===== config.mk =====
export PLATFORM = sky130hd
export DESIGN_NAME = grant_finish_unit
export DESIGN_NICKNAME = d
export VERILOG_FILES = /design/src/rtl/tl_grant_pkg.sv /design/src/rtl/finish_reg.sv /design/src/rtl/grant_finish_unit.sv
export SDC_FILE = /design/constraint.sdc
export NUM_CORES = 1
export LEC_CHECK = 0
export ABC_AREA = 1
export BUFFER_PORTS_ARGS = -buffer_cell sky130_fd_sc_hd__buf_2
export CORE_MARGIN = 1.5
export CORE_UTILIZATION = 31
export DETAILED_ROUTE_END_ITERATION = 10
export GPL_TIMING_DRIVEN = 0
export PLACE_DENSITY_LB_ADDON = 0.25
export SETUP_SLACK_MARGIN = 0.5
export SLEW_MARGIN = 25
export SYNTH_ARGS = -nofsm -noshare
export SYNTH_HDL_FRONTEND = slang
export SYNTH_SLANG_ARGS = --single-unit

===== constraint.sdc =====
create_clock -name clk -period 1.5 [get_ports clk]
set_input_delay 0.225 -clock clk [delete_from_list [all_inputs] [get_ports clk]]
set_output_delay 0.225 -clock clk [all_outputs]
set_load 0.05 [all_outputs]

===== src/rtl/tl_grant_pkg.sv =====
// Shared definitions for the client-side TileLink Grant path.
// Holds the Grant type encodings, block geometry, id widths, the FSM state
// type and the two classification helpers used to decide whether a Grant
// carries multibeat data and whether it must be acknowledged with a Finish.
package tl_grant_pkg;

  localparam int DATA_BEATS  = 8;
  localparam int BEAT_W      = $clog2(DATA_BEATS);
  localparam int CLIENT_ID_W = 1;
  localparam int MGR_ID_W    = 2;
  localparam int DATA_W      = 64;
  localparam int G_TYPE_W    = 4;

  // Built-in Grant types (is_builtin_type = 1)
  localparam logic [G_TYPE_W-1:0] G_VOID_ACK           = 4'd0;
  localparam logic [G_TYPE_W-1:0] G_PREFETCH_ACK       = 4'd1;
  localparam logic [G_TYPE_W-1:0] G_PUT_ACK            = 4'd2;
  localparam logic [G_TYPE_W-1:0] G_GET_DATA_BEAT_ACK  = 4'd3;
  localparam logic [G_TYPE_W-1:0] G_GET_DATA_BLOCK_ACK = 4'd4;

  // Coherence-policy Grant types (is_builtin_type = 0)
  localparam logic [G_TYPE_W-1:0] G_GRANT_SHARED_DATA  = 4'd0;
  localparam logic [G_TYPE_W-1:0] G_GRANT_EXCL_DATA    = 4'd1;

  localparam logic [BEAT_W-1:0] LAST_BEAT = BEAT_W'(DATA_BEATS - 1);

  typedef enum logic {
    ST_IDLE     = 1'b0,
    ST_IN_BLOCK = 1'b1
  } gfu_state_e;

  // A Grant spans DATA_BEATS beats when it returns a whole cache block.
  function automatic logic has_multibeat_data(input logic                builtin,
                                              input logic [G_TYPE_W-1:0] g_type);
    if (builtin) return (g_type == G_GET_DATA_BLOCK_ACK);
    return (g_type == G_GRANT_SHARED_DATA) || (g_type == G_GRANT_EXCL_DATA);
  endfunction

  // Every Grant except the built-in voidAck must be answered with a Finish.
  function automatic logic requires_finish(input logic                builtin,
                                           input logic [G_TYPE_W-1:0] g_type);
    return !(builtin && (g_type == G_VOID_ACK));
  endfunction

endpackage


===== src/rtl/finish_reg.sv =====
// One-entry holding register for the outgoing Finish message.
// Ports:
//   clk, reset          clock, synchronous active-high reset
//   load_i              capture src/dst/mgr and raise valid
//   src_i, dst_i, mgr_i Finish header fields to capture
//   ready_i             downstream accepts the Finish when valid_o & ready_i
//   valid_o             a Finish is held
//   src_o, dst_o, mgr_o held Finish fields
// A load in the same cycle as a release wins: valid stays high with the new
// contents, so the slot is never empty for a cycle between back-to-back Finishes.
module finish_reg
  import tl_grant_pkg::*;
(
  input  logic                clk,
  input  logic                reset,
  input  logic                load_i,
  input  logic [MGR_ID_W-1:0] src_i,
  input  logic [MGR_ID_W-1:0] dst_i,
  input  logic [MGR_ID_W-1:0] mgr_i,
  input  logic                ready_i,
  output logic                valid_o,
  output logic [MGR_ID_W-1:0] src_o,
  output logic [MGR_ID_W-1:0] dst_o,
  output logic [MGR_ID_W-1:0] mgr_o
);

  logic                valid_q, valid_d;
  logic [MGR_ID_W-1:0] src_q, src_d;
  logic [MGR_ID_W-1:0] dst_q, dst_d;
  logic [MGR_ID_W-1:0] mgr_q, mgr_d;

  always_comb begin
    valid_d = valid_q;
    src_d   = src_q;
    dst_d   = dst_q;
    mgr_d   = mgr_q;
    if (valid_q && ready_i) valid_d = 1'b0;
    if (load_i) begin
      valid_d = 1'b1;
      src_d   = src_i;
      dst_d   = dst_i;
      mgr_d   = mgr_i;
    end
  end

  always_ff @(posedge clk) begin
    if (reset) begin
      valid_q <= 1'b0;
      src_q   <= '0;
      dst_q   <= '0;
      mgr_q   <= '0;
    end else begin
      valid_q <= valid_d;
      src_q   <= src_d;
      dst_q   <= dst_d;
      mgr_q   <= mgr_d;
    end
  end

  assign valid_o = valid_q;
  assign src_o   = src_q;
  assign dst_o   = dst_q;
  assign mgr_o   = mgr_q;

endmodule


===== src/rtl/grant_finish_unit.sv =====
// Grant finish unit: consumes Grant beats from the Grant queue, forwards the
// payload to the client with zero latency, tracks multibeat blocks and
// issues one Finish toward the manager on the last beat of every Grant that
// needs acknowledgement.
// Ports:
//   clk, reset                 clock, synchronous active-high reset
//   in_*                       Grant beat from the queue (valid/ready)
//   out_*                      Grant payload to the client (valid/ready)
//   fin_*                      Finish message to the manager (valid/ready)
//   beat_err                   sticky: a block beat arrived with an unexpected addr_beat
//   busy                       mid-block or a Finish is still pending
// Handshakes: a transfer happens on a cycle where valid & ready are both high.
// valid never depends on the same interface's ready; in_ready/out_valid are
// combinational and only differ from out_ready/in_valid when the beat would
// load a Finish while the Finish slot is occupied and not draining.
module grant_finish_unit
  import tl_grant_pkg::*;
(
  input  logic                   clk,
  input  logic                   reset,
  input  logic                   in_valid,
  output logic                   in_ready,
  input  logic [MGR_ID_W-1:0]    in_header_src,
  input  logic [MGR_ID_W-1:0]    in_header_dst,
  input  logic [BEAT_W-1:0]      in_addr_beat,
  input  logic [CLIENT_ID_W-1:0] in_client_xact_id,
  input  logic [MGR_ID_W-1:0]    in_manager_xact_id,
  input  logic                   in_is_builtin_type,
  input  logic [G_TYPE_W-1:0]    in_g_type,
  input  logic [DATA_W-1:0]      in_data,
  output logic                   out_valid,
  input  logic                   out_ready,
  output logic [BEAT_W-1:0]      out_addr_beat,
  output logic [CLIENT_ID_W-1:0] out_client_xact_id,
  output logic [MGR_ID_W-1:0]    out_manager_xact_id,
  output logic                   out_is_builtin_type,
  output logic [G_TYPE_W-1:0]    out_g_type,
  output logic [DATA_W-1:0]      out_data,
  output logic                   fin_valid,
  input  logic                   fin_ready,
  output logic [MGR_ID_W-1:0]    fin_header_src,
  output logic [MGR_ID_W-1:0]    fin_header_dst,
  output logic [MGR_ID_W-1:0]    fin_manager_xact_id,
  output logic                   beat_err,
  output logic                   busy
);

  gfu_state_e        state_q, state_d;
  logic [BEAT_W-1:0] beat_cnt_q, beat_cnt_d;
  logic              beat_err_q, beat_err_d;

  logic multibeat, needs_fin, is_last, fin_slot_ok, pass_ok, fire, fin_load;

  // Payload is a straight copy of the dequeued beat.
  assign out_addr_beat       = in_addr_beat;
  assign out_client_xact_id  = in_client_xact_id;
  assign out_manager_xact_id = in_manager_xact_id;
  assign out_is_builtin_type = in_is_builtin_type;
  assign out_g_type          = in_g_type;
  assign out_data            = in_data;

  // State register
  always_ff @(posedge clk) begin
    if (reset) begin
      state_q    <= ST_IDLE;
      beat_cnt_q <= '0;
      beat_err_q <= 1'b0;
    end else begin
      state_q    <= state_d;
      beat_cnt_q <= beat_cnt_d;
      beat_err_q <= beat_err_d;
    end
  end

  // Output / handshake logic
  always_comb begin
    multibeat   = has_multibeat_data(in_is_builtin_type, in_g_type);
    needs_fin   = requires_finish(in_is_builtin_type, in_g_type);
    is_last     = !multibeat || (beat_cnt_q == LAST_BEAT);
    fin_slot_ok = !fin_valid || fin_ready;
    // Only a beat that would load a Finish has to wait for the slot.
    pass_ok     = !(needs_fin && is_last) || fin_slot_ok;
    in_ready    = out_ready && pass_ok;
    out_valid   = in_valid && pass_ok;
    fire        = in_valid && in_ready;
    fin_load    = fire && is_last && needs_fin;
    busy        = (state_q == ST_IN_BLOCK) || fin_valid;
    beat_err    = beat_err_q;
  end

  // Next-state logic; the counter follows accepted beats, not addr_beat.
  always_comb begin
    state_d    = state_q;
    beat_cnt_d = beat_cnt_q;
    beat_err_d = beat_err_q;
    if (fire) begin
      if (multibeat && (in_addr_beat != beat_cnt_q)) beat_err_d = 1'b1;
      if (is_last) begin
        beat_cnt_d = '0;
        state_d    = ST_IDLE;
      end else begin
        beat_cnt_d = beat_cnt_q + 1'b1;
        state_d    = ST_IN_BLOCK;
      end
    end
  end

  // Finish goes back to the sender of the Grant, so src and dst swap.
  finish_reg u_finish_reg (
    .clk     (clk),
    .reset   (reset),
    .load_i  (fin_load),
    .src_i   (in_header_dst),
    .dst_i   (in_header_src),
    .mgr_i   (in_manager_xact_id),
    .ready_i (fin_ready),
    .valid_o (fin_valid),
    .src_o   (fin_header_src),
    .dst_o   (fin_header_dst),
    .mgr_o   (fin_manager_xact_id)
  );

endmodule

# --- Word-level counts from Yosys, hierarchy flattened ---
# Index checks and enable logic that the tools add are counted.
classes:
  addsub: 1
  n_eq_ne: 4
  muxes: 7
  reduce_logical: 21
ops:
  columns: ["cell", "n"]
  rows:
  - ["$logic_and A1 B1 Y1", 9]
  - ["$mux W1", 6]
  - ["$logic_or A1 B1 Y1", 5]
  - ["$eq A4 B1 Y1 const B", 1]
  - ["$eq A4 B3 Y1 const B", 1]
  - ["$logic_not A1 Y1", 4]
  - ["$logic_not A4 Y1", 1]
  - ["$add A3 B1 Y3 const B", 1]
  - ["$eq A3 B3 Y1 const B", 1]
  - ["$mux W3", 1]
  - ["$ne A3 B3 Y1", 1]
  - ["$reduce_and A2 Y1", 1]
  - ["$reduce_bool A2 Y1", 1]
totals:
  regBits: 12
  input_bits: 84
  out_inout_bits: 86

# --- Logic depth before layout (Yosys ltp) ---
# Gate-level depths: netlist (run 1).
logic_depth:
  word_depth: 13
  mapped_depth: 10

# --- Modules after synthesis ---
# A second synthesis (run 1) with hierarchy kept.
hier_totals:
  cells_unflattened: 168
  hier_area_um2: 1184.9
by_module_without_submodules:
  columns: ["mod", "n_inst", "cells_per_inst", "area_each_um2", "seq_area_each_um2"]
  rows:
  - ["grant_finish_unit", 1, 138, 945.9, 100.1]
  - ["finish_reg", 1, 30, 239.0, 140.1]

# --- Worst setup path after synthesis (run 1) ---
# OpenSTA, ideal clock, no wires.
synth_path:
  kind: "reg2out"
  start: "register beat_cnt_q[0]"
  end: "output in_ready"
  arrival_ns: 1.284
  required_ns: 1.275
  setup_slack_ns: -0.009
  path_stages_with_launch: 8
  path_buffers: 0
  path_cell_list: "dfxtp_1 > ha_1 > ha_1 > inv_1 > nand2_2 > nand3_2 > nand2_1 > inv_1"
synth_between:
  elab_chain_cells: 6
synth_lines:
  columns: ["element", "line", "text"]
  rows:
  - ["start, declared", "grant_finish_unit.sv:49", "logic [BEAT_W-1:0] beat_cnt_q, beat_cnt_d;"]
  - ["start signal, assigned", "grant_finish_unit.sv:70", "beat_cnt_q <= beat_cnt_d;"]
  - ["$eq A3 B3 Y1", "grant_finish_unit.sv:79", "is_last = !multibeat || (beat_cnt_q == LAST_BEAT);"]
  - ["$logic_or A1 B1 Y1", "grant_finish_unit.sv:79", null]
  - ["$logic_and A1 B1 Y1", "grant_finish_unit.sv:82", "pass_ok = !(needs_fin && is_last) || fin_slot_ok;"]
  - ["$logic_not A1 Y1", "grant_finish_unit.sv:82", null]
  - ["$logic_or A1 B1 Y1", "grant_finish_unit.sv:82", null]
  - ["$logic_and A1 B1 Y1", "grant_finish_unit.sv:83", "in_ready = out_ready && pass_ok;"]
  - ["end, declared", "grant_finish_unit.sv:22", "output logic in_ready,"]
# Every way passes these cells.

# --- Final worst setup path (run 1) ---
layout_path:
  start: "register beat_cnt_q[1]"
  end: "output in_ready"
# Same word-level chain as after synthesis.

==> summary by stage, run 1 <==
Drt
The via count of the routed design is 1319. After the first detailed-routing iteration, the DRC count stood at 13. After detailed routing, the number of vias per cell comes to 3.94.

The total wire length after detailed routing is 3.18 mm. The first detailed-routing pass took 4 iterations. The wire length per cell is 9.49 um. The count of unresolved DRC violations after routing is 0.

The remaining number of nets flagged by the antenna check after routing is 0.

CTS
The hold buffer count at cts is 0. The source-to-sink clock delay at the later pin of the worst-skew pair is 0.24 ns. CTS built an H-tree with a depth of 1. The maximum number of buffers from clock root to sink is 2. For this design, the sink count on the clock tree is 12. The clock input transition at the sequential cells of the worst setup and hold paths is 0.05 ns. The clock tree from TritonCTS is built. The root buffer cell chosen for the clock tree is sky130_fd_sc_hd__clkbuf_8.

In this run, CTS created clock tree buffers numbering 3.

Die
The boundary pin count is 170. The die is 65.4 um tall. The initial utilization of the core area, before any placement, comes to 0.325.

The die covers 0.00428 sq mm. The total area inside the core boundary comes to 0.00372 sq mm. The floorplan has 22 rows. The horizontal die dimension is 65.4 um.

Place
The half-perimeter wire length after placement is 2.55 mm. Routability-driven placement finished with a final weighted congestion of 0.706. The count of port buffers added during placement is 104. The number of placed instances with taps included is 321.

Setup path
The worst setup path is launched from a flip-flop. The path type of the worst setup path is flip-flop to output port. The data arrival time of the worst path is 1.35 ns. The required arrival time at the worst endpoint is 1.27 ns. The capturing element type of the critical path is an output port.

The register-to-register path setup slack is -0.04 ns. The critical-path maximum fanout is 3.

Timing
The hold violation count in the final report is 0. Setup violations remaining at the end of the flow were counted as 6. Setup repair after global routing could not meet its margin everywhere. Based on the critical path, the design can be clocked at up to 0.636 GHz.

The worst pin sits at a relative slew slack of 0.825. On the final layout, the worst clock skew is 0.00334 ns. The slew at the pin with the worst max-slew slack is 0.264 ns.

The final critical-path share of the clock period is 1.05. After layout, the minimum clock period comes to 1.57 ns. The minimum setup slack in the final design is -0.0719 ns. The final-report max-slew violation count was 0.

Global route
Global routing finished with a remaining overflow of 0. For this run, the total global-route usage over all layers was measured as 0.137. The first global-routing pass estimated 4.76 mm of wire. The via count of the first global-routing pass came to 1133. The maximum number of pins on one net before global-route repair is 8. The initial antenna violation count was 0.

Synth
Of the synthesized area, sequential elements account for 0.199. The post-synthesis instance area is 0.00121 sq mm. The average size of a mapped cell is 7.15 sq um. The post-synth net total is 255. After synthesis, the cell types taking the most area are sky130_fd_sc_hd__buf_4 47%, sky130_fd_sc_hd__dfxtp_1 20%, sky130_fd_sc_hd__nand2_1 6.2%. In this run, distinct cell masters in the synthesized netlist total 18. The area share of the largest cell type after synthesis is 0.466. The library cell occupying the most area in the post-synthesis netlist is sky130_fd_sc_hd__buf_4. The gate count of the mapped netlist is 169. The Yosys step of the flow raised 0 warnings. The flop and latch count out of synthesis is 12.

Status
The checks that failed: setup timing. The run finished, with violations left.

Power
The total chip power is 1580 uW. The total power per unit cell area is 743 mW/mm^2. The leakage power figure is 0.00120 uW. IR analysis of the VDD net gives a maximum drop of 0.000534 V.

Final layout
The number of fillers in the final layout is 363. Summing all multi-input logic gate instances after layout gives 412 sq um. The register cell area after layout is 256 sq um. The final cell count without fillers is 335. The final layout net count is 374. The repair_antennas step left the layout with diodes totalling 0. The area overhead of the layout relative to synthesis is 75.9%. The ratio of cells with drive above 1 in the final layout is 0.791.

Hold path
The worst hold path class is primary input to flip-flop.

Job
Across the run, the number of max-cap violations was 0.
==> worst max-delay path, stage by stage, from the launching register on <==
cell and delay [ns]:
sky130_fd_sc_hd__dfxtp_4 0.35, sky130_fd_sc_hd__ha_4 0.13, sky130_fd_sc_hd__ha_4 0.13, sky130_fd_sc_hd__inv_4 0.03, sky130_fd_sc_hd__nand2_4 0.06, sky130_fd_sc_hd__nand3_4 0.09
sky130_fd_sc_hd__nand2_4 0.08, sky130_fd_sc_hd__clkinvlp_4 0.08, sky130_fd_sc_hd__buf_8 0.15
==> cells by family after synthesis <==
family,Yosys count,synth area share
buffers and inverters,94,0.531
and+or+nand+nor,51,0.196
DFF,12,0.199
AOI/OAI and AO/OA,7,0.0321
xor gates and xnor gates,3,0.0217
adders and majority gates,2,0.0207
==> path summary, 6_finish.rpt <==
check,start,end,cells after the start
worst max-delay path,beat_cnt_q[1],in_ready,8
worst min-delay path,in_header_dst[1],u_finish_reg.src_o[1],3
worst max register to register,beat_cnt_q[1],beat_cnt_q[1],9
worst min register to register,beat_err,beat_err,2
==> cell usage in the layout (no fill, tap or decap), types with 4 or more instances in the layout <==
master / instances
sky130_fd_sc_hd__buf_2: 93
sky130_fd_sc_hd__buf_4: 82
sky130_fd_sc_hd__nor2_1: 16
sky130_fd_sc_hd__nand2_1: 16
sky130_fd_sc_hd__inv_1: 15
sky130_fd_sc_hd__buf_6: 11
sky130_fd_sc_hd__dfxtp_2: 7
sky130_fd_sc_hd__a21oi_2: 5
sky130_fd_sc_hd__nand3_1: 4
sky130_fd_sc_hd__nor2_2: 4
sky130_fd_sc_hd__clkbuf_8: 4
sky130_fd_sc_hd__buf_8: 4
==> state kept, by name, summed over array words and instances (netlist names) <==
register              count
state_q                   1
u_finish_reg.src_o        2
u_finish_reg.mgr_o        2
beat_err                  1
u_finish_reg.valid_o      1
u_finish_reg.dst_o        2
beat_cnt_q                3
==> per-stage QoR <==
stage	setup slack [ns]	hold slack, ns	util	TNS (ns)	area, sq um
2_1_floorplan	0.129	0.280	-	0	1260
3_3_place_gp	0.0270	0.436	0.494	0	1840
3_5_place_dp	0.0253	0.440	0.494	0	1840
4_1_cts	-0.0816	0.204	0.553	-0.143	2060
5_1_grt	-0.145	0.231	0.572	-1.20	2130
6_report	-0.0719	0.222	0.572	-0.204	2130
==> layout make-up <==
class | count | share of cell area
sequential | 12 | 0.121
buffer | 76 | 0.270
clock buffer | 4 | 0.0259
tap | 48 | 0.0283
multi-input combinational | 63 | 0.194
timing repair buffer | 114 | 0.325
inverter | 18 | 0.0365
==> synth_stat cells <==
cell	number
sky130_fd_sc_hd__buf_4	75
sky130_fd_sc_hd__nand2_1	20
sky130_fd_sc_hd__nor2_1	20
sky130_fd_sc_hd__inv_1	18
sky130_fd_sc_hd__dfxtp_1	12
sky130_fd_sc_hd__a21oi_1	5
sky130_fd_sc_hd__nand3_1	4
sky130_fd_sc_hd__xnor2_1	3
sky130_fd_sc_hd__ha_1	2
sky130_fd_sc_hd__nand2_2	2
sky130_fd_sc_hd__a21oi_2	1
sky130_fd_sc_hd__buf_6	1
sky130_fd_sc_hd__nand3_2	1
sky130_fd_sc_hd__nand4_1	1
sky130_fd_sc_hd__nand4_2	1
sky130_fd_sc_hd__nor3b_4	1
sky130_fd_sc_hd__o21ai_1	1
sky130_fd_sc_hd__or2_2	1
==> metal layers <==
metal | wire (um) | global-route usage
met1 | 1080 | 0.154
met4 | 16 | 0.0391
met3 | 411 | 0.0291
met5 | 0 | 0
met2 | 1670 | 0.259
==> repair_timing <==
action                                  in CTS  in global routing
resized for setup                           35                 17
pin swaps                                    8                  4
gates cloned                                 1                  0
buffers inserted                             7                  2
endpoints found under the setup margin      23                 22
==> power breakdown <==
group / total (uW) / internal, uW / switching (uW)
Combinational: 888 / 301 / 587
Clock: 347 / 232 / 116
Sequential: 344 / 334 / 10.2
No activity file was read; power rests on OpenSTA's default activity.
==> inputs of run 2 (changes only) <==
--- a/config.mk
+++ b/config.mk
@@ -8,12 +8,12 @@
 export ABC_AREA = 1
 export BUFFER_PORTS_ARGS = -buffer_cell sky130_fd_sc_hd__buf_2
 export CORE_MARGIN = 1.5
-export CORE_UTILIZATION = 31
+export CORE_UTILIZATION = 30
 export DETAILED_ROUTE_END_ITERATION = 10
 export GPL_TIMING_DRIVEN = 0
 export PLACE_DENSITY_LB_ADDON = 0.25
 export SETUP_SLACK_MARGIN = 0.5
-export SLEW_MARGIN = 25
 export SYNTH_ARGS = -nofsm -noshare
 export SYNTH_HDL_FRONTEND = slang
+export SYNTH_HIERARCHICAL = 1
 export SYNTH_SLANG_ARGS = --single-unit
==> constraint.sdc (replaced) <==
create_clock -name clk -period 1.7 [get_ports clk]
set_input_delay 0.255 -clock clk [delete_from_list [all_inputs] [get_ports clk]]
set_output_delay 0.255 -clock clk [all_outputs]
set_load 0.05 [all_outputs]
==> summary by stage, run 2 <==
CTS
The number of H-tree levels is 1 (unchanged). The clock tree from TritonCTS is built (unchanged). The clock input transition at the sequential cells of the worst setup and hold paths is 0.05 ns (about the same). The maximum number of buffers from clock root to sink is 2 (unchanged). The source-to-sink clock delay at the later pin of the worst-skew pair is 0.24 ns (about the same).

The CTS sink count is 12 (unchanged). The TritonCTS buffer count was 3 (unchanged). The clock root buffer master is sky130_fd_sc_hd__clkbuf_8 (unchanged). The hold buffer count at cts is 0 (unchanged).

Global route
The wire length of the first global-routing pass is 4.38 mm (was 4.76 mm). The all-layer global routing usage is 0.128 (was 0.137). The maximum number of pins on one net before global-route repair is 8 (unchanged). The initial antenna violation count came to 0 (unchanged). The via count of the first global-routing pass is 1012 (was 1133). The overall overflow remaining after global route is 0 (unchanged).

Drt
The count of unresolved DRC violations after routing is 0 (unchanged). The via count of the routed design is 1256 (was 1319). The total iterations of the first detailed-routing run is 3 (was 4). The total wire length after detailed routing is 3.17 mm (was 3.18 mm). The number of DRC markers after the initial detailed-route iteration came to 14 (was 13). The wire length per cell is 9.63 um (was 9.49 um). The remaining number of nets flagged by the antenna check after routing was 0 (unchanged). The vias per cell is 3.82 (was 3.94).

Synth
The gate count of the mapped netlist is 168 (was 169). Leading cell types by count after synthesis: 75 x sky130_fd_sc_hd__buf_4, 19 x sky130_fd_sc_hd__nor2_1, 18 x sky130_fd_sc_hd__nand2_1 (was 75 x sky130_fd_sc_hd__buf_4, 20 x sky130_fd_sc_hd__nand2_1, 20 x sky130_fd_sc_hd__nor2_1). The flop and latch count out of synthesis came to 12 (unchanged). Dominant cells by area after synthesis: sky130_fd_sc_hd__buf_4 48%, sky130_fd_sc_hd__dfxtp_1 20%, sky130_fd_sc_hd__nor2_1 6.0% (was sky130_fd_sc_hd__buf_4 47%, sky130_fd_sc_hd__dfxtp_1 20%, sky130_fd_sc_hd__nand2_1 6.2%).

The xor/xnor share of the synthesized area is 0.00739 (was 0.0217). The count of flip-flops with a built-in enable after synthesis is 0 (unchanged). The adder and majority gate portion of the synthesized area is 0.0211 (was 0.0207).

The share of the yosys chip area belonging to registers is 0.203 (was 0.199). The predominant post-synthesis flop cell is sky130_fd_sc_hd__dfxtp_1 (unchanged). The dominant combinational cell family by area after synthesis is buffers and inverters (unchanged). The proportion of synthesized flip-flops having asynchronous set or reset is 0 (unchanged).

The share of the synthesized area in compound gates (AO/OA/AOI/OAI) is 0.0496 (was 0.0321). The library cell occupying the most area in the post-synthesis netlist is sky130_fd_sc_hd__buf_4 (unchanged). The count of yosys warnings during synthesis is 6 (was 0). The library cell with the highest instance count after synthesis is sky130_fd_sc_hd__buf_4 (unchanged). The count of cell types in the netlist is 17 (was 18). The average size of a mapped cell was 7.05 sq um (was 7.15 sq um). The post-synthesis share of cell area spent on and, or, nand and nor gates is 0.187 (was 0.196).

The mux share of post-synthesis cell area is 0 (unchanged). The area share of the largest cell type after synthesis is 0.475 (was 0.466). The post-synthesis instance area is 0.00118 sq mm (was 0.00121 sq mm). The post-synth net total came to 254 (was 255).

Power
The maximum vdd drop is 0.000660 V (was 0.000534 V). The power share of the combinational group is 0.549 (was 0.562). The power dissipated by switching net loads was 619 uW (was 713 uW). The cell-internal power is 730 uW (was 866 uW). The leakage power figure is 0.00114 uW (was 0.00120 uW).

The clock share of power is 0.230 (was 0.220). The switching share of power was 0.459 (was 0.451). The power share of the sequential group was 0.221 (was 0.218). The total chip power came to 1350 uW (was 1580 uW). The total power per unit cell area is 681 mW/mm^2 (was 743 mW/mm^2).

Setup path
The combined buffer and inverter count along the critical path is 3 (unchanged). The cell with the largest stage delay on the worst path is sky130_fd_sc_hd__dfxtp_4 (unchanged). The startpoint type of the worst setup path is a flip-flop (unchanged). The family of cells with the greatest summed delay on the critical path is flip-flops (unchanged). The capturing element type of the critical path is an output port (unchanged).

The data arrival time of the worst path is 1.35 ns (about the same). The delay of the slowest cell on the worst path is 0.35 ns (about the same). The path type of the worst setup path is flip-flop to output port (unchanged). Cell chain of the critical path: ha_4 > ha_4 > inv_2 > nand2_4 > nand3_4 > nand2_4 > clkinvlp_4 > buf_8 (was ha_4 > ha_4 > inv_4 > nand2_4 > nand3_4 > nand2_4 > clkinvlp_4 > buf_8). The required arrival time at the worst endpoint is 1.44 ns (was 1.27 ns).

The critical-path maximum fanout is 3 (unchanged).

Die
The initial core utilization was 0.319 (was 0.325). The number of placement rows is 22 (unchanged). The placeable core region is 0.00372 sq mm (unchanged). The die outline height was 65.8 um (was 65.4 um). The area enclosed by the die boundary is 0.00434 sq mm (was 0.00428 sq mm).

The boundary pin count is 170 (unchanged). The horizontal die dimension is 65.8 um (was 65.4 um).

Final layout
The number of fillers in the final layout is 355 (was 363). The leading cell type in the layout, fill and taps excluded is sky130_fd_sc_hd__buf_2 (unchanged). The number of flip-flops under the largest register name came to 3 (unchanged).

The final layout net count is 368 (was 374). The antenna cell count is 0 (unchanged). The register cell area after layout came to 251 sq um (was 256 sq um). The ratio of cells with drive above 1 in the final layout is 0.747 (was 0.791). Commonest cells after routing, fill and taps aside: 101 x sky130_fd_sc_hd__buf_2, 79 x sky130_fd_sc_hd__buf_4, 16 x sky130_fd_sc_hd__nor2_1, 16 x sky130_fd_sc_hd__nand2_1, 13 x sky130_fd_sc_hd__inv_1 (was 93 x sky130_fd_sc_hd__buf_2, 82 x sky130_fd_sc_hd__buf_4, 16 x sky130_fd_sc_hd__nor2_1, 16 x sky130_fd_sc_hd__nand2_1, 15 x sky130_fd_sc_hd__inv_1).

The register name with the most flops is beat_cnt_q (unchanged). The area of the multi-input gates was 382 sq um (was 412 sq um). The area overhead of the layout relative to synthesis is 67.2% (was 75.9%).

Job
The max-cap check violation count came to 0 (unchanged).

Timing
The clock skew is 0.000559 ns (was 0.00334 ns). The hold violation count in the final report is 0 (unchanged). The number of failing setup endpoints in the final timing report is 0 (was 6). The final-report max-slew violation count is 0 (unchanged). The sum of negative setup slack is 0 ns (was -0.204 ns).

The maximum clock frequency is 0.622 GHz. The slew at the pin with the worst max-slew slack is 0.266 ns (was 0.264 ns). Setup repair after global routing missed its margin: true (unchanged). The minimum setup slack in the final design is 0.0930 ns (was -0.0719 ns).

The tightest slew margin relative to the limit was 0.824 (was 0.825). In the finished design, the share of the clock period the worst path needs comes to 0.945. The clock period could shrink to 1.61 ns.

Place
The half-perimeter wire length after placement is 2.69 mm (was 2.55 mm). The pre-CTS setup slack is 0.121 ns (was 0.0253 ns). The count of port buffers added during placement is 104 (unchanged). The last weighted congestion value of the routability-driven placer is 0.696 (was 0.706).

Status
Status: completed (was finished with violations).

Hold path
The worst hold path class is primary input to flip-flop (unchanged).
[run 2: changes by cell type after synthesis]
cell                      delta
sky130_fd_sc_hd__inv_1       -1
sky130_fd_sc_hd__o21ai_0     +6
sky130_fd_sc_hd__nor2_2      +1
sky130_fd_sc_hd__nor2_1      -1
sky130_fd_sc_hd__a21oi_1     -1
sky130_fd_sc_hd__nand4_1     +2
sky130_fd_sc_hd__o21ai_1     -1
sky130_fd_sc_hd__nand3_2     -1
sky130_fd_sc_hd__inv_2       +1
sky130_fd_sc_hd__nand4_2     -1
sky130_fd_sc_hd__xnor2_1     -2
sky130_fd_sc_hd__buf_6       -1
sky130_fd_sc_hd__nand2_1     -2
[run 2: cells by family (layout without fill, tap and decap cells)]
logic type / after synthesis / in the layout
AND/OR/NAND/NOR: 49 / 49
adder cells (fa/ha/maj): 2 / 2
XOR/XNOR: 1 / 1
AO/OA/AOI/OAI: 11 / 11
buffers and inverters: 93 / 206
flip-flops: 12 / 12
[run 2: tightest hold or removal path: stages]
cell,delay [ns]
sky130_fd_sc_hd__buf_2,0.07
sky130_fd_sc_hd__nor2_1,0.03
sky130_fd_sc_hd__nor2_1,0.07
[run 2: final timing paths]
kind         slack [ns]        startpoint                     to  depth (start not counted)
max                0.09     beat_cnt_q[0]               in_ready                          8
min                0.23  in_header_src[0]  u_finish_reg/dst_o[0]                          3
max reg2reg        0.15     beat_cnt_q[0]  u_finish_reg/mgr_o[0]                         12
min reg2reg        0.45          beat_err               beat_err                          2
[run 2: repair_timing]
action	4_1_cts	5_1_grt
buffers inserted	5	0
gates resized for setup	17	2
endpoints found under the setup margin	14	15
endpoints found under the hold margin	0	0
pin swaps	9	4
[run 2: stage by stage]
stage / area (sq um) / util / std cells / hold slack, ns
floorplan: 1250 / - / 168 / 0.308
global placement: 1830 / 0.492 / 320 / 0.436
detailed placement: 1830 / 0.492 / 320 / 0.449
CTS: 1970 / 0.531 / 329 / 0.221
global route: 1980 / 0.533 / 329 / 0.225
finish: 1980 / 0.533 / 329 / 0.226
[run 2: per-layer routing]
layer / part of all wire / wire [um] / GRT usage / vias to the layer above
li1: - / - / - / 663
met1: 0.37 / 1160 / 0.149 / 510
met2: 0.50 / 1590 / 0.231 / 83
met3: 0.13 / 419 / 0.0477 / 0
met4: 0 / 0 / 0.00781 / 0
met5: 0 / 0 / 0 / -
[run 2: power by group through the flow]
stage / Sequential (uW) / Clock, uW / Combinational [uW]
2_1_floorplan: 349 / 0 / 545
3_3_place_gp: 307 / 0 / 717
3_5_place_dp: 307 / 0 / 720
4_1_cts: 298 / 319 / 742
5_1_grt: 300 / 334 / 773
6_report: 298 / 310 / 741
[run 2: area by class of cell]
| class | instances | area share |
|---|---|---|
| buffer | 75 | 0.284 |
| clock buffer | 4 | 0.0278 |
| inverter | 18 | 0.0392 |
| multi-input combinational | 63 | 0.193 |
| sequential | 12 | 0.127 |
| tap | 48 | 0.0303 |
| timing repair buffer | 109 | 0.299 |
